==> src/rtl/fixed_div.sv <==
// Signed fixed-point divider, QI.FRAC operands, one quotient bit per cycle.
// Saturates on overflow and on divide-by-zero, truncating toward zero.
module fixed_div #(
  parameter int WIDTH = 32,
  parameter int FRAC  = 28
) (
  input  logic                    clk,
  input  logic                    rst_n,
  input  logic signed [WIDTH-1:0] a,
  input  logic signed [WIDTH-1:0] b,
  input  logic                    valid_in,
  output logic                    ready,
  output logic signed [WIDTH-1:0] result,
  output logic                    valid_out,
  output logic                    div_zero,
  output logic                    overflow
);

  localparam int SH = WIDTH - FRAC;
  localparam int CW = $clog2(WIDTH);
  localparam logic [WIDTH-1:0] MAXP = {1'b0, {(WIDTH-1){1'b1}}};
  localparam logic [WIDTH-1:0] MINN = {1'b1, {(WIDTH-1){1'b0}}};

  typedef enum logic [1:0] {IDLE, CALC, FIN} state_t;

  state_t          state;
  logic [CW-1:0]   cnt;
  logic            sign;
  logic            zero;
  logic            pre;
  logic [WIDTH-1:0] babs;
  logic [WIDTH-1:0] rem;
  logic [WIDTH-1:0] dq;

  logic [WIDTH-1:0]   a_abs;
  logic [WIDTH-1:0]   b_abs;
  logic [2*WIDTH-1:0] d_ext;
  logic               pre_c;
  logic [WIDTH:0]     trial;
  logic               take;
  logic [WIDTH-1:0]   diff;
  logic               sat;

  assign ready = (state == IDLE);

  assign a_abs = a[WIDTH-1] ? $unsigned(-a) : $unsigned(a);
  assign b_abs = b[WIDTH-1] ? $unsigned(-b) : $unsigned(b);
  assign d_ext = {{WIDTH{1'b0}}, a_abs} << FRAC;

  // Quotient needs more than WIDTH bits when |a| >= |b| << (WIDTH-FRAC)
  assign pre_c = {{SH{1'b0}}, a_abs} >= {b_abs, {SH{1'b0}}};

  // dq holds the unconsumed dividend bits and collects quotient bits
  assign trial = {rem, dq[WIDTH-1]};
  assign take  = trial >= {1'b0, babs};
  assign diff  = trial[WIDTH-1:0] - babs;

  assign sat = pre | (~sign & dq[WIDTH-1]) | (sign & (dq > MINN));

  always_ff @(posedge clk or negedge rst_n) begin
    if (!rst_n) begin
      state     <= IDLE;
      cnt       <= '0;
      sign      <= 1'b0;
      zero      <= 1'b0;
      pre       <= 1'b0;
      babs      <= '0;
      rem       <= '0;
      dq        <= '0;
      result    <= '0;
      valid_out <= 1'b0;
      div_zero  <= 1'b0;
      overflow  <= 1'b0;
    end else begin
      valid_out <= 1'b0;
      unique case (state)
        IDLE: begin
          if (valid_in) begin
            sign  <= a[WIDTH-1] ^ b[WIDTH-1];
            zero  <= (b == '0);
            pre   <= pre_c;
            babs  <= b_abs;
            rem   <= d_ext[2*WIDTH-1:WIDTH];
            dq    <= d_ext[WIDTH-1:0];
            cnt   <= '0;
            state <= CALC;
          end
        end
        CALC: begin
          rem <= take ? diff : trial[WIDTH-1:0];
          dq  <= {dq[WIDTH-2:0], take};
          cnt <= cnt + 1'b1;
          if (cnt == CW'(WIDTH-1)) state <= FIN;
        end
        FIN: begin
          valid_out <= 1'b1;
          state     <= IDLE;
          if (zero) begin
            result   <= sign ? MINN : MAXP;
            div_zero <= 1'b1;
            overflow <= 1'b0;
          end else if (sat) begin
            result   <= sign ? MINN : MAXP;
            div_zero <= 1'b0;
            overflow <= 1'b1;
          end else begin
            result   <= sign ? -dq : dq;
            div_zero <= 1'b0;
            overflow <= 1'b0;
          end
        end
        default: state <= IDLE;
      endcase
    end
  end

endmodule

==> config.mk <==
export PLATFORM = sky130hd
export DESIGN_NAME = fixed_div
export DESIGN_NICKNAME = d
export VERILOG_FILES = /design/src/rtl/fixed_div.sv
export SDC_FILE = /design/constraint.sdc
export NUM_CORES = 1
export LEC_CHECK = 0
export ABC_AREA = 1
export CAP_MARGIN = 20
export CORE_ASPECT_RATIO = 1.1
export CORE_MARGIN = 1.5
export CORE_UTILIZATION = 45
export CTS_BUF_LIST = sky130_fd_sc_hd__clkbuf_2 sky130_fd_sc_hd__clkbuf_4 sky130_fd_sc_hd__clkbuf_8
export CTS_CLUSTER_DIAMETER = 150
export CTS_CLUSTER_SIZE = 24
export DETAILED_ROUTE_END_ITERATION = 16
export HOLD_SLACK_MARGIN = 0.08
export PLACE_DENSITY = 0.65
export SLEW_MARGIN = 10
export SYNTH_ARGS = -nofsm -noshare
export SYNTH_HDL_FRONTEND = slang
export SYNTH_SLANG_ARGS = --single-unit
==> constraint.sdc <==
create_clock -name clk -period 2.6 [get_ports clk]
set_input_delay 0.39 -clock clk [delete_from_list [all_inputs] [get_ports clk]]
set_output_delay 0.39 -clock clk [all_outputs]
set_load 0.005 [all_outputs]
### After elaboration in Yosys (flattened, before gate mapping)

Index checks and enable logic that the tools add are counted.
Widths: inputs -> output; s select.

| cells by class | value |
|---|---|
| add/subtract/negate cells | 5 |
| $lt $le $gt $ge | 3 |
| equality and inequality tests | 5 |
| mux-type cells | 20 |
| bitwise gates (word level) | 6 |
| reductions and logical operators | 6 |

Operators with widths:

| operator | count |
|---|---|
| $mux 32 | 9 |
| $pmux 32 s2 | 2 |
| $neg 32->32 | 3 |
| $ge 32x36->1 | 1 |
| $ge 33x32->1 | 1 |
| $gt 32x32->1 const B | 1 |
| $logic_not 32->1 | 1 |
| $sub 32x32->32 | 1 |
| $pmux 5 s2 | 1 |
| $reduce_and 2->1 | 3 |
| $add 5x1->5 const B | 1 |
| $eq 5x5->1 const B | 1 |
| $mux 5 | 1 |
| $mux 1 | 4 |
| $mux 2 | 2 |
| $ne 2x2->1 const B | 2 |
| $pmux 2 s2 | 1 |
| $and 1x1->1 | 2 |
| $eq 2x1->1 const B | 1 |
| $eq 2x2->1 const B | 1 |
| $logic_not 2->1 | 1 |
| $or 1x1->1 | 2 |
| $reduce_bool 2->1 | 1 |
| $not 1->1 | 1 |
| $xor 1x1->1 | 1 |

| storage, ports and cells | value |
|---|---|
| register bits | 141 |
| input bits | 67 |

### Logic depth before layout (Yosys ltp)

| depth | value |
|---|---|
| depth after elaboration | 6 |
| depth in mapped cells | 21 |
| depth with buffers taken out | 21 |

### Worst setup path before layout

OpenSTA, ideal clock, no wires.

| timing | value |
|---|---|
| kind | input to register |
| start | input port b[0] |
| end | register pre |
| setup time | 0.065 ns |
| data arrival time | 2.548 ns |
| setup slack | -0.014 ns |
| stages on the path | 20 |
| buffers on the path | 0 |
| path through | inv_1 > ha_1 > nand4_1 > nor2_1 > nand2_1 > o21ai_1 > o21ai_0 > xor2_1 > inv_1 > ha_1 > nand2_1 > nor2_1 > nand2_1 > nor2_1 > nand4_1 > nor2_1 > nor2_1 > nand3_1 > nand3_1 > nand2_1 |

| between the ends | value |
|---|---|
| cells in the longest elaborated chain, start to end | 3 |

Ends and longest elaborated chain:

| item | line | source |
|---|---|---|
| start, declared | 10 | `input logic signed [WIDTH-1:0] b,` |
| $neg 32->32 | 47 | `assign b_abs = b[WIDTH-1] ? $unsigned(-b) : $unsigned(b);` |
| $mux 32 * | 47 |  |
| $ge 32x36->1 * | 51 | `assign pre_c = {{SH{1'b0}}, a_abs} >= {b_abs, {SH{1'b0}}};` |
| end signal, assigned | 81 | `pre <= pre_c;` |
| end, declared | 30 | `logic pre;` |

Every way passes the cells marked *; elsewhere a longest branch is shown, timed or not.
A chain may end at the register's enable or synchronous reset.

### Worst setup path in the final report

| timing | value |
|---|---|
| start | input port b[8] |
| end | register pre |

The elaborated chain is that of the path after synthesis.

==> metrics.md <==
| Metric | Value |
|---|---|
| Clk sink count | 141 |
| Vias | 12655 |
| Fillers | 2394 |
| Synth Cell Area | 11660 um2 |
| Overall power | 17.96 mW |
| RSZ-0062 raised after global routing | yes |
| Cell Area, Placed | 14630 um2 |
| Period utilization | 0.9895 |
| Max clock buf depth | 2 |
| Vias/cell | 5.153 |
| Die area | 26880 um2 |
| Register area share after synthesis | 0.3027 |
| Vias in the first global route | 12444 |
| Synthesized net count | 1894 |
| Max Cap Viol | 0 |
| H-tree levels | 4 |
| Gr ovfl total | 0 |
| Die Span Y | 171.8 um |
| Final Max Tran Viols | 0 |
| Clk slew on worst S/H paths | 90 ps |
| WL per Instance | 15.93 um |
| Worst R2R Setup Slack | 130 ps |
| Worst Tran Pin Value | 902.9 ps |
| Setup crit end | pre$_DFFE_PN0P_ |
| Io pins | 103 |
| Port Buffers | 102 |
| Setup tns final | 0 ps |
| Hold Crit Depth | 4 |
| Post-synth top area share | 0.3027 |
| Min Tclk post-route | 2573 ps |
| DRT Wirelength | 39120 um |
| Critical Setup Path Class | in -> reg |
| Worst r2r src | babs[28]$_DFFE_PN0P_ |
| Largest net degree at the start of global routing | 56 |
| Area of the multi-input gates | 7451 um2 |
| Net count, final | 2229 |
| Starting Density | 0.4601 |
| Finished Core Util | 0.6261 |
| Slew margin rel. | 0.3974 |
| Post-route ant nets | 0 |
| Crit end category | register |
| Status | completed |
| Initial DRT Pass Iterations | 6 |
| R2R Path End | rem[9]$_DFFE_PN0P_ |
| CP max stage cell | ha_4 |
| Worst Skew | 15.85 ps |
| GR Util All Layers | 0.2959 |
| Max incr delay on CP | 280 ps |
| Drc violations | 0 |
| Leak Pwr | 8.149 nW |
| Syn Area/Cell | 6.620 um2 |
| Post-Place Cells | 2387 |
| Sequential cell area | 3528 um2 |
| Initial DRC count | 824 |
| Most frequent cells in the layout | nand2_1, buf_4, inv_1 |
| Die width | 156.5 um |
| Placement Rows | 61 |
| Mapped Cells | 1761 |
| GPL Wtd Cong | 0.9576 |
| Initial antenna violation count | 1 |
| Commonest non-fill, non-tap cell in the layout | nand2_1 |
| Hpwl dp | 30060 um |
| Startpoint Class | input port |
| WHS | 329.8 ps |
| Worst-Skew Late Latency | 480 ps |
| Top FF cell, synth | dfrtp_1 |
| CTS tree | yes |
| FFs w/ async S/R, synth | 1.000 |
| Hold_sp | b[0] |
| R2R depth | 10 |
| Crit path launch | b[8] |
| Min setup slack post-route | 27.42 ps |
| Setup-failing EPs final | 0 |
| Fin cells | 2456 |
| VDD IR max | 0.5772 mV |
| CP Cell Sequence | dlygate4sd2_1, nor2_2, nand2_1, nor2_2, nand2_2, buf_4, o31ai_4, xor2_1, inv_1, ha_4, nand2_1, nor2_2, inv_1, nor3_2, nand4_1, nor2_1, nor2_1, nand3_1, nand3_1, nand2_1 |
| Cell accounting for the most synthesized area | dfrtp_1 |
| Pwr dens | 1132 nW/um2 |
| Core footprint | 25340 um2 |
| Synth area leaders | dfrtp_1, nand2_1, inv_1 |
| Arrival time at the worst endpoint | 2990 ps |
| Synth Register Bits | 141 |
| Yosys warns | 0 |
| Hold Path Class | in -> reg |
| Layout cell share with drive strength beyond 1 | 0.2257 |
| F_max | 388.7 MHz |
| Area grow syn2layout | 36.08% |
| Cell variety after synth | 52 |
| Clock root buffer | clkbuf_8 |
| Final Hold Viols | 0 |
| Worst EP required | 3020 ps |
| Pre-CTS setup slack | -916.1 ps |
| Cell area after layout | 15860 um2 |
| First-pass GRT wire length | 61730 um |
| Number of flops mapped to enable cells by yosys | 0 |
| Num CTS Buffers | 17 |
| Critical path peak fanout | 3 |
-- cells in the mapped netlist (22+ instances only) --
cell type  count
nand2_1      494
inv_1        242
nor2_1       176
dfrtp_1      141
nand3_1      122
o21ai_0       90
a21oi_1       66
ha_1          65
xor2_1        58
o21ai_1       35
clkbuf_1      31
o22ai_1       30
nand4_1       22
-- worst max-delay path: cells and delay by family --
| family | cells | cell delay (ps) |
|---|---|---|
| buf+inv | 4 | 630 |
| simple gates | 13 | 1270 |
| xor+xnor | 1 | 240 |
| compound gates | 1 | 180 |
| fa+ha+maj | 1 | 280 |
-- what timing repair did --
action / CTS / global route
hold buffers: 1 / 0
cloned: 0 / 1
endpoints found under the setup margin: 1 / 25
gates resized for setup: 86 / 109
pin swaps: 46 / 69
buffers inserted: 22 / 12
endpoints found under the hold margin: 53 / 0
-- cell families after synthesis --
group / share of synthesized area
buffers and inverters: 0.1036
XOR/XNOR: 0.05785
adder cells (fa/ha/maj): 0.07148
AO/OA/AOI/OAI: 0.1421
AND/OR/NAND/NOR: 0.3223
flip-flops: 0.3027
-- per-layer routing --
layer,vias to the layer above,GRT usage,share of wire
met2,347,0.5513,0.52
met5,-,0,0
met3,89,0.03099,0.032
met1,5884,0.3385,0.41
li1,6335,-,-
met4,0,0.1366,0.043
-- sequential cells by signal, summed over array words and instances, names as in the netlist, 2 cells and up --
signal and flops:
result 32, dq 32, rem 32, babs 32
state 2, cnt 5
-- worst min path at each step --
stage               slack (ps)                endpoint
detailed placement         400  result[11]$_DFFE_PN0P_
floorplan                   90     babs[0]$_DFFE_PN0P_
global route               360     babs[0]$_DFFE_PN0P_
CTS                        460  result[11]$_DFFE_PN0P_
finish                     330     babs[0]$_DFFE_PN0P_
global placement           400  result[11]$_DFFE_PN0P_
-- final cells by class --
class,count,area share
Antenna cell,1,0.0001577
Multi-Input combinational cell,1316,0.4697
Tap cell,346,0.02729
Clock buffer,21,0.01704
Clock inverter,11,0.008518
Timing Repair Buffer,363,0.1941
Sequential cell,141,0.2224
Inverter,257,0.06081
-- where the power goes --
group / total, mW / switching (mW) / internal (mW)
Clock: 1.88 / 0.953 / 0.923
Sequential: 3.70 / 0.588 / 3.11
Combinational: 12.4 / 7.67 / 4.71
Note: power is estimated with default switching activity, not from simulation.
